## src/rtl/mole_pkg.sv

```systemverilog
// Shared types and defaults for the whack-a-mole round engine.
// MOLE_STREAK_BONUS_EN enables the streak-based score bonus.
package mole_pkg;

  typedef enum logic [2:0] {
    S_IDLE,
    S_LOAD,
    S_ARMED,
    S_SETTLE,
    S_OVER
  } state_t;

  localparam int unsigned DEF_N_TGT   = 8;
  localparam int unsigned DEF_SCORE_W = 8;
  localparam int unsigned DEF_LIVES   = 3;

  localparam logic [15:0] DEF_ROUND_BASE = 16'd5000;
  localparam logic [15:0] DEF_ROUND_STEP = 16'd1000;
  localparam logic [15:0] DEF_ROUND_MIN  = 16'd1000;
  localparam logic [15:0] DEF_LEVEL_HITS = 16'd5;

  localparam logic [2:0] BONUS_STREAK = 3'd3;

  // max(base - lvl*step, rmin) without wrapping below zero
  function automatic logic [15:0] round_preset(
    input logic [15:0] base,
    input logic [15:0] step,
    input logic [15:0] rmin,
    input logic [3:0]  lvl
  );
    logic [19:0] dec;
    logic [15:0] rem;
    dec = 20'(step) * 20'(lvl);
    rem = (dec >= 20'(base)) ? 16'd0
                             : 16'(20'(base) - dec);
    return (rem < rmin) ? rmin : rem;
  endfunction

endpackage

```

## src/rtl/mole_round_timer.sv

```systemverilog
// Round countdown: loads a preset, decrements on tick,
// holds at zero and flags expiry on a tick at zero.
module mole_round_timer #(
  parameter logic [15:0] RESET_VAL = 16'd5000
) (
  input  logic        clk,
  input  logic        rst,
  input  logic        load,
  input  logic [15:0] preset,
  input  logic        tick,
  output logic [15:0] count,
  output logic        expired
);

  logic [15:0] r_count;

  always_ff @(posedge clk) begin
    if (rst) begin
      r_count <= RESET_VAL;
    end else if (load) begin
      r_count <= preset;
    end else if (tick && r_count != 16'd0) begin
      r_count <= r_count - 16'd1;
    end
  end

  assign count   = r_count;
  assign expired = tick && (r_count == 16'd0);

endmodule

```

## src/rtl/mole_round_engine.sv

```systemverilog
// Whack-a-mole round engine: loads targets, scores hits, counts misses.
// Define MOLE_STREAK_BONUS_EN for the +2 streak bonus.
module mole_round_engine
  import mole_pkg::*;
#(
  parameter int unsigned N_TGT      = DEF_N_TGT,
  parameter int unsigned SCORE_W    = DEF_SCORE_W,
  parameter int unsigned LIVES      = DEF_LIVES,
  parameter logic [15:0] ROUND_BASE = DEF_ROUND_BASE,
  parameter logic [15:0] ROUND_STEP = DEF_ROUND_STEP,
  parameter logic [15:0] ROUND_MIN  = DEF_ROUND_MIN,
  parameter logic [15:0] LEVEL_HITS = DEF_LEVEL_HITS
) (
  input  logic               clk,
  input  logic               rst,
  input  logic               start,
  input  logic               tick,
  input  logic [N_TGT-1:0]   btn,
  input  logic [N_TGT-1:0]   pattern_in,
  output logic               pattern_req,
  output logic [N_TGT-1:0]   targets,
  output logic [N_TGT-1:0]   lockout,
  output logic [SCORE_W-1:0] score,
  output logic [2:0]         lives_left,
  output logic [3:0]         level,
  output logic               hit_pulse,
  output logic               miss_pulse,
  output logic               game_over
);

  state_t             r_state, w_next;
  logic [N_TGT-1:0]   r_targets, r_lockout;
  logic [SCORE_W-1:0] r_score;
  logic [2:0]         r_lives;
  logic [3:0]         r_level;
  logic [15:0]        r_lvl_hits;
  logic               r_hit, r_miss;

  logic               w_load, w_armed, w_restart;
  logic               w_hit, w_expiry, w_miss;
  logic [N_TGT-1:0]   w_live, w_tgt_load;
  logic [15:0]        w_preset, w_unused_count;
  logic               w_lvl_wrap;
  logic [1:0]         w_inc;
  logic [SCORE_W:0]   w_sum;
  logic [SCORE_W-1:0] w_score_nx;

  assign w_load    = (r_state == S_LOAD);
  assign w_armed   = (r_state == S_ARMED);
  assign w_restart = (r_state == S_OVER) && start;

  // locked buttons never count toward a hit
  assign w_live = btn & ~r_lockout;
  assign w_hit  = w_armed && ((r_targets & ~w_live) == '0);
  assign w_miss = w_expiry && !w_hit;

  assign w_tgt_load = (pattern_in == '0)
                    ? {{(N_TGT-1){1'b0}}, 1'b1}
                    : pattern_in;

  assign w_preset = round_preset(ROUND_BASE, ROUND_STEP,
                                 ROUND_MIN, r_level);

  mole_round_timer #(
    .RESET_VAL(ROUND_BASE)
  ) u_timer (
    .clk    (clk),
    .rst    (rst),
    .load   (w_load),
    .preset (w_preset),
    .tick   (tick && w_armed),
    .count  (w_unused_count),
    .expired(w_expiry)
  );

`ifdef MOLE_STREAK_BONUS_EN
  logic [2:0] r_streak;

  always_ff @(posedge clk) begin
    if (rst || w_restart || w_miss) begin
      r_streak <= 3'd0;
    end else if (w_hit && r_streak != 3'd7) begin
      r_streak <= r_streak + 3'd1;
    end
  end

  assign w_inc = (r_streak >= BONUS_STREAK) ? 2'd2 : 2'd1;
`else
  assign w_inc = 2'd1;
`endif

  assign w_sum = {1'b0, r_score}
               + {{(SCORE_W-1){1'b0}}, w_inc};
  assign w_score_nx = w_sum[SCORE_W] ? '1
                                     : w_sum[SCORE_W-1:0];
  assign w_lvl_wrap = (r_lvl_hits == LEVEL_HITS - 16'd1);

  always_comb begin
    w_next = r_state;
    unique case (r_state)
      S_IDLE:   if (start) w_next = S_LOAD;
      S_LOAD:   w_next = S_ARMED;
      S_ARMED: begin
        if (w_hit) begin
          w_next = S_SETTLE;
        end else if (w_expiry) begin
          w_next = (r_lives == 3'd1) ? S_OVER : S_SETTLE;
        end
      end
      S_SETTLE: if (btn == '0) w_next = S_LOAD;
      S_OVER:   if (start) w_next = S_LOAD;
      default:  w_next = S_IDLE;
    endcase
  end

  always_ff @(posedge clk) begin
    if (rst) begin
      r_state    <= S_IDLE;
      r_targets  <= '0;
      r_lockout  <= '0;
      r_score    <= '0;
      r_level    <= 4'd0;
      r_lvl_hits <= 16'd0;
      r_lives    <= 3'(LIVES);
      r_hit      <= 1'b0;
      r_miss     <= 1'b0;
    end else begin
      r_state <= w_next;
      r_hit   <= w_hit;
      r_miss  <= w_miss;
      if (w_load) begin
        r_targets <= w_tgt_load;
        r_lockout <= '0;
      end else if (w_armed) begin
        r_lockout <= r_lockout | (btn & ~r_targets);
        if (w_hit || w_expiry) r_targets <= '0;
      end
      if (w_hit) begin
        r_score <= w_score_nx;
        if (w_lvl_wrap) begin
          r_lvl_hits <= 16'd0;
          if (r_level != 4'hF) r_level <= r_level + 4'd1;
        end else begin
          r_lvl_hits <= r_lvl_hits + 16'd1;
        end
      end
      if (w_miss) r_lives <= r_lives - 3'd1;
      if (w_restart) begin
        r_score    <= '0;
        r_level    <= 4'd0;
        r_lvl_hits <= 16'd0;
        r_lives    <= 3'(LIVES);
      end
    end
  end

  assign pattern_req = w_load;
  assign targets     = r_targets;
  assign lockout     = r_lockout;
  assign score       = r_score;
  assign lives_left  = r_lives;
  assign level       = r_level;
  assign hit_pulse   = r_hit;
  assign miss_pulse  = r_miss;
  assign game_over   = (r_state == S_OVER);

endmodule

```

## config.mk

```make
export PLATFORM = sky130hd
export DESIGN_NAME = mole_round_engine
export DESIGN_NICKNAME = d
export VERILOG_FILES = /design/src/rtl/mole_pkg.sv /design/src/rtl/mole_round_timer.sv /design/src/rtl/mole_round_engine.sv
export SDC_FILE = /design/constraint.sdc
export NUM_CORES = 1
export LEC_CHECK = 0
export ABC_CLOCK_PERIOD_IN_PS = 4800
export CAP_MARGIN = 10
export CORE_MARGIN = 2
export CORE_UTILIZATION = 45
export CTS_CLUSTER_SIZE = 28
export DETAILED_ROUTE_END_ITERATION = 10
export PLACE_DENSITY = 0.67
export SLEW_MARGIN = 15
export SYNTH_ARGS = -nofsm -noshare
export SYNTH_HDL_FRONTEND = slang
export SYNTH_SLANG_ARGS = --single-unit
```

## constraint.sdc

```tcl
create_clock -name clk -period 4.8 [get_ports clk]
set_input_delay 0.96 -clock clk [delete_from_list [all_inputs] [get_ports clk]]
set_output_delay 0.96 -clock clk [all_outputs]
set_load 0.01 [all_outputs]
```

## Word level (Yosys, flattened, before mapping)

Cells that the tools add are included.

- Register bits after elaboration: 68
- Bits of input ports: 20
- Output and inout bits: 35
- Logic and storage cells: 75

- Add/sub/neg operators: 6
- $mul: 1
- $lt $le $gt $ge: 2
- Equality and inequality tests: 10
- Mux-type cells: 16
- Bitwise operators: 7
- Reductions and logical operators: 23

Operators with widths:

| cell | number |
|---|---|
| 2-to-1 mux 16 bit | 5 |
| 2-to-1 mux 8 bit | 5 |
| AND 8 bit | 3 |
| logical NOT 8 bit | 3 |
| inverter 8 bit | 3 |
| adder 16 x 1 -> 16 bit (second input constant) | 1 |
| equality test 16 x 3 -> 1 bit (second input constant) | 1 |
| logical NOT 16 bit | 1 |
| less-than comparator 16 x 10 -> 1 bit (second input constant) | 1 |
| nonzero test 16 bit | 1 |
| subtractor 16 x 1 -> 16 bit (second input constant) | 1 |
| 2-to-1 mux 3 bit | 5 |
| subtractor 13 x 14 -> 15 bit (first input constant) | 1 |
| >= comparator 14 x 13 -> 1 bit (second input constant) | 1 |
| case mux 3 bit (4 select lines) | 1 |
| multiplier 7 x 4 -> 11 bit (first input constant) | 1 |
| adder 8 x 1 -> 9 bit (second input constant) | 1 |
| bitwise OR 8 bit | 1 |
| equality test 3 x 1 -> 1 bit (second input constant) | 2 |
| equality test 3 x 2 -> 1 bit (second input constant) | 2 |
| logical AND 1 bit | 6 |
| AND reduction 3 bit | 2 |
| nonzero test 2 bit | 3 |
| OR reduction 2 bit | 3 |
| other kinds (11) | 11 |

## Logic depth before layout (Yosys ltp)

- Depth after elaboration: 10
- Mapped depth: 12
- Gate-level depth less buffers: 12

## Cells and area by module

From an unflattened synthesis, not the netlist that was laid out.

- Cell total of the unflattened synthesis: 541
- Area total of the unflattened synthesis: 4441.8 um^2

By module, submodules not included:

| module | times used | cells an instance | area an instance (um^2) | sequential area each (um^2) |
|---|---|---|---|---|
| mole_round_engine | 1 | 392 | 3279.4 | 1041.0 |
| mole_round_timer | 1 | 149 | 1162.4 | 320.3 |

## Least setup slack after synthesis

No wires, ideal clock.

- Path type: register to register
- Start: register r_level[1], in the netlist level[1]
- End: register u_timer.r_count[6], in the netlist u_timer.count[6]
- Library setup time: 0.095 ns
- Arrival time: 3.747 ns
- Slack: 0.958 ns
- Cell stages (with the launch flop): 12
- Buffers on the path: 0
- Path through: dfxtp_1 -> ha_1 -> fa_1 -> inv_1 -> fa_1 -> nand2b_1 -> a21oi_1 -> xnor2_1 -> or4_1 -> a211oi_2 -> nand2b_1 -> a221oi_1

- Word-level cells in the longest chain between the ends: 6
- Elaborated cells on any way between the ends: 7

Ends and longest elaborated chain:

| what | RTL line | source |
|---|---|---|
| start: declaration | mole_round_engine.sv:35 | `logic [3:0] r_level;` |
| start signal: assignment | mole_round_engine.sv:142 | `if (r_level != 4'hF) r_level <= r_level + 4'd1;` |
| multiplier 7 x 4 -> 11 bit * | mole_pkg.sv:33 | `dec = 20'(step) * 20'(lvl);` |
| subtractor 13 x 14 -> 15 bit or >= comparator 14 x 13 -> 1 bit (tied branches) | mole_pkg.sv:35, mole_pkg.sv:34 |  |
| 2-to-1 mux 16 bit * | mole_pkg.sv:34 | `rem = (dec >= 20'(base)) ? 16'd0` |
| less-than comparator 16 x 10 -> 1 bit | mole_pkg.sv:36 | `return (rem < rmin) ? rmin : rem;` |
| 2-to-1 mux 16 bit * | mole_pkg.sv:36 |  |
| 2-to-1 mux 16 bit * | mole_round_timer.sv:20 | `end else if (load) begin` |
| end signal: assignment | mole_round_timer.sv:21 | `r_count <= preset;` |
| end signal: assignment | mole_round_timer.sv:23 | `r_count <= r_count - 16'd1;` |
| end: declaration | mole_round_timer.sv:15 | `logic [15:0] r_count;` |

Mark *: on every way between the ends. The rest lies on a longest branch, timed or not.
A chain may end at the register's enable or synchronous reset.

## Worst setup path after layout

Same ends and word-level chain as after synthesis.

==> parameters.txt <==
Parameter                              Value

Layout
  Net count reported at finish    ~640
  Number of diodes    0
  Fillcell total    864
  Share of final-layout standard cells stronger than drive strength 1    5.686%
  Multi-input combinational cell area    2746 um^2
  Non-filler instance count after layout    ~730
  Area occupied by registers    1361 um^2
  Synthesis-to-finish area growth    21.86%

GRT
  GRT Residual Overflow    0
  Largest net degree at the start of global routing    27
  Vias in the first global route    3,792
  Wire length of the first global-routing pass    18,380 um
  Initial antenna violation count    0
  Overall track demand over capacity in global routing    22.24%

Setup path
  Peak fanout along the critical path    11
  Crit path launch type    flop
  Crit. End Element    flop
  CP required    between 5 and 6 ns
  Cell depth of the worst flop-to-flop path    11
  Critical register-to-register path startpoint    level[1]$_SDFFE_PP0P_
  Arr. time, crit path    4.47 ns
  Setup slack of the most critical reg-to-reg path    slightly below 0.6 ns
  Critical path class    flop to flop
  Destination of the worst register-to-register timing path    u_timer.count[6]$_SDFFE_PP0P_

STA
  Max-slew headroom    39.61%
  Clock tree skew after final layout    0.01177 ns
  Clock period minus worst slack    4.210 ns
  Highest clock frequency the design can meet    237.5 MHz
  Final Setup Violations    0
  Setup repair after global routing missed its margin    no
  Final Max Tran Viols    0
  Slew @ Worst Pin    0.8989 ns
  Final period utilization    around 88%
  Setup total negative slack    0 ns
  Smallest setup slack after layout    0.5900 ns
  Total count of hold-check failures in the final report    0

Clock network
  Maximum clock path buffer count    2
  # H-tree levels    3
  Post-CTS Resized    0
  Clock transition time at the flip-flop clock pins of the worst setup and hold paths    0.08 ns
  Post-CTS setup buffers    0
  CTS tree    yes
  Clock Root Buffer    sky130_fd_sc_hd__clkbuf_8
  TritonCTS Buffers    9
  Clock latency at the later pin of the worst-skew pair    0.35 ns
  Clock Sink Count    68
  Number of buffers added to fix hold violations after cts    0

Route
  DRC violations left    0
  Count of TritonRoute iterations in the first routing pass    5
  Total length of routed wires    11,210 um
  Detailed router's first-iteration violation count    290
  ANT nets after route    0
  Post-detailed-route wirelength per cell    roughly 15 um
  Via count    just over 4k
  Via/cell ratio    ~5.6

Floorplan
  Die Y-Extent    a little over 100 um
  Area of the die    10,360 um^2
  Area of the core    9240 um^2
  I/O pin count    55
  Num rows    35
  Initial cell density of the core    46.58%
  Floorplan die width    101.8 um

Min path
  Worst min-delay path category    flop to flop
  End point of the most critical hold path    lockout[5]$_SDFFE_PP0N_
  Worst Hold Path Cells    2
  Worst hold start    lockout[5]$_SDFFE_PP0N_

Synth
  Synthesized flop and latch total    between 60 and 70
  Warnings, synthesis    0
  Async set-or-reset flop fraction in the synthesized netlist    0%
  Sequential area share after synthesis    31.63%
  Cells after synthesis    537
  Syn_nets    a little under 600
  Unique cell type count in the Yosys netlist    59
  Number of enable flip-flop cells after synthesis    0
  Main synth FF type    sky130_fd_sc_hd__dfxtp_1
  Post-synthesis area per instance    8.015 um^2
  Post-Synthesis Cell Area    4304 um^2

Placement
  Placement Setup Slack    0.6323 ns
  HPWL after DPL    between 8000 and 9000 um
  Post-Place Cells    711
  Input/output buffers    54
  Final weighted congestion in routability-driven placement    0.9358

Job
  Max-cap violation count    0

Power
  Power Dens Cells    386.9 nW/um^2
  Overall power consumption    2029 uW
  Worst VDD drop    approximately 0.24 mV
  Leakage    0.001936 uW

Status
  Run status    completed
## worst max path at each step
stage / endpoint / start / cells after the start
detailed placement: u_timer.count[6]$_SDFFE_PP0P_ / level[1]$_SDFFE_PP0P_ / 11
CTS: u_timer.count[6]$_SDFFE_PP0P_ / level[1]$_SDFFE_PP0P_ / 11
finish: u_timer.count[6]$_SDFFE_PP0P_ / level[1]$_SDFFE_PP0P_ / 11
floorplan: u_timer.count[6]$_SDFFE_PP0P_ / level[1]$_SDFFE_PP0P_ / 11
global route: u_timer.count[6]$_SDFFE_PP0P_ / level[1]$_SDFFE_PP0P_ / 11
global placement: u_timer.count[6]$_SDFFE_PP0P_ / level[1]$_SDFFE_PP0P_ / 11
## sequential cells by signal, indices dropped and copies added (netlist names)
| register | cells |
|---|---|
| targets | 8 |
| level | 4 |
| lockout | 8 |
| u_timer.count | 16 |
| r_state | 3 |
| hit_pulse | 1 |
| miss_pulse | 1 |
| lives_left | 3 |
| r_lvl_hits | 16 |
| score | 8 |
## cells by family (layout without fill, tap and decap cells)
| family | after synthesis | in the layout | share of synthesized area [%] |
|---|---|---|---|
| xor+xnor | 32 | 32 | 6.511 |
| flops | 68 | 68 | 31.63 |
| fa+ha+maj | 31 | 31 | 10.23 |
| buf+inv | 49 | 110 | 4.564 |
| compound gates | 110 | 110 | 17.21 |
| mux | 9 | 9 | 2.151 |
| simple gates | 238 | 238 | 27.70 |
## per-stage QoR
step	hold slack (ns)	util [%]	cell area (um^2)
2_1_floorplan	0.4582	-	4304
3_3_place_gp	0.4646	53.97	4987
3_5_place_dp	0.4755	53.97	4987
4_1_cts	0.4928	56.76	5245
5_1_grt	0.5153	56.76	5245
6_report	0.4950	56.76	5245
## Yosys cell counts (all sizes together) (4+ instances only)
master   n  share of area [%]
o21ai   10                1.2
a32oi    5                1.0
nand2b  18                2.6
nand4   14                2.0
a22oi   12                2.1
o31ai    4               0.70
nand3   17                2.1
nor3    20                2.3
and2     5               0.73
nor4    15                2.2
and3     5               0.73
xnor2   22                4.5
clkbuf  14                1.2
or3     11                1.7
a21oi   35                4.1
inv     34                3.1
fa       7                3.3
or2      4               0.58
dfxtp   68                 32
xor2    10                2.0
or4      8                1.4
nor2    73                6.4
ha      24                7.0
mux2i    7                1.6
a31oi   11                1.6
nor2b    6               0.87
nand2   38                3.3
## cell type report
| cell class | instances | share of cell area (%) |
|---|---|---|
| inverters | 34 | 2.529 |
| clock inverters | 5 | 2.028 |
| multi-input cells | 420 | 52.36 |
| clock buffers | 11 | 2.886 |
| flip-flops and latches | 68 | 25.95 |
| repair buffers | 60 | 11.16 |
| well taps | 129 | 3.077 |
## per-layer routing
layer	global-route usage, %	vias up	wire, um
met5	0	-	0
met4	7.900	0	192
met3	4.072	21	704
met2	35.17	149	5064
met1	30.41	1870	5249
li1	-	2050	-
## critical path: stages (launching register included)
cell,delay (ns)
sky130_fd_sc_hd__dfxtp_1,0.57
sky130_fd_sc_hd__ha_1,0.32
sky130_fd_sc_hd__fa_1,0.54
sky130_fd_sc_hd__inv_1,0.07
sky130_fd_sc_hd__fa_1,0.45
sky130_fd_sc_hd__nand2b_1,0.16
sky130_fd_sc_hd__a21oi_1,0.30
sky130_fd_sc_hd__xnor2_1,0.21
sky130_fd_sc_hd__or4_1,0.56
sky130_fd_sc_hd__a211oi_2,0.56
sky130_fd_sc_hd__nand2b_1,0.11
sky130_fd_sc_hd__a221oi_1,0.28
## cells in the final DEF (no fill, tap or decap), types with 3 or more instances in the layout
| master | count |
|---|---|
| sky130_fd_sc_hd__clkdlybuf4s50_1 | 54 |
| sky130_fd_sc_hd__clkbuf_8 | 11 |
| sky130_fd_sc_hd__or4_1 | 8 |
| sky130_fd_sc_hd__a21o_1 | 3 |
| sky130_fd_sc_hd__o31a_1 | 3 |
| sky130_fd_sc_hd__nand4_1 | 14 |
| sky130_fd_sc_hd__nor4_1 | 15 |
| sky130_fd_sc_hd__nand2_1 | 38 |
| sky130_fd_sc_hd__a22oi_1 | 12 |
| sky130_fd_sc_hd__mux2i_1 | 7 |
| sky130_fd_sc_hd__a31oi_1 | 11 |
| sky130_fd_sc_hd__nor2_1 | 73 |
| sky130_fd_sc_hd__a32oi_1 | 5 |
| sky130_fd_sc_hd__nor2b_1 | 6 |
| sky130_fd_sc_hd__fa_1 | 7 |
| sky130_fd_sc_hd__and2_1 | 5 |
| sky130_fd_sc_hd__dfxtp_1 | 68 |
| sky130_fd_sc_hd__inv_1 | 32 |
| sky130_fd_sc_hd__nor3_1 | 20 |
| sky130_fd_sc_hd__bufinv_16 | 3 |
| sky130_fd_sc_hd__xnor2_1 | 22 |
| sky130_fd_sc_hd__ha_1 | 24 |
| sky130_fd_sc_hd__nand2b_1 | 18 |
| sky130_fd_sc_hd__o21a_1 | 3 |
| sky130_fd_sc_hd__o31ai_1 | 4 |
| sky130_fd_sc_hd__nand3_1 | 16 |
| sky130_fd_sc_hd__or3_1 | 10 |
| sky130_fd_sc_hd__buf_4 | 6 |
| sky130_fd_sc_hd__o21ai_0 | 8 |
| sky130_fd_sc_hd__and3_1 | 5 |
| sky130_fd_sc_hd__or2_2 | 4 |
| sky130_fd_sc_hd__xor2_1 | 10 |
| sky130_fd_sc_hd__a21oi_1 | 35 |
## power breakdown
group	leakage [uW]	internal [uW]	switching, uW
sequential	0.000551	642	88.7
combinational	0.00126	291	398
clock	0.000126	376	234
total	0.00194	1310	721
No activity file was read; power rests on OpenSTA's default activity.
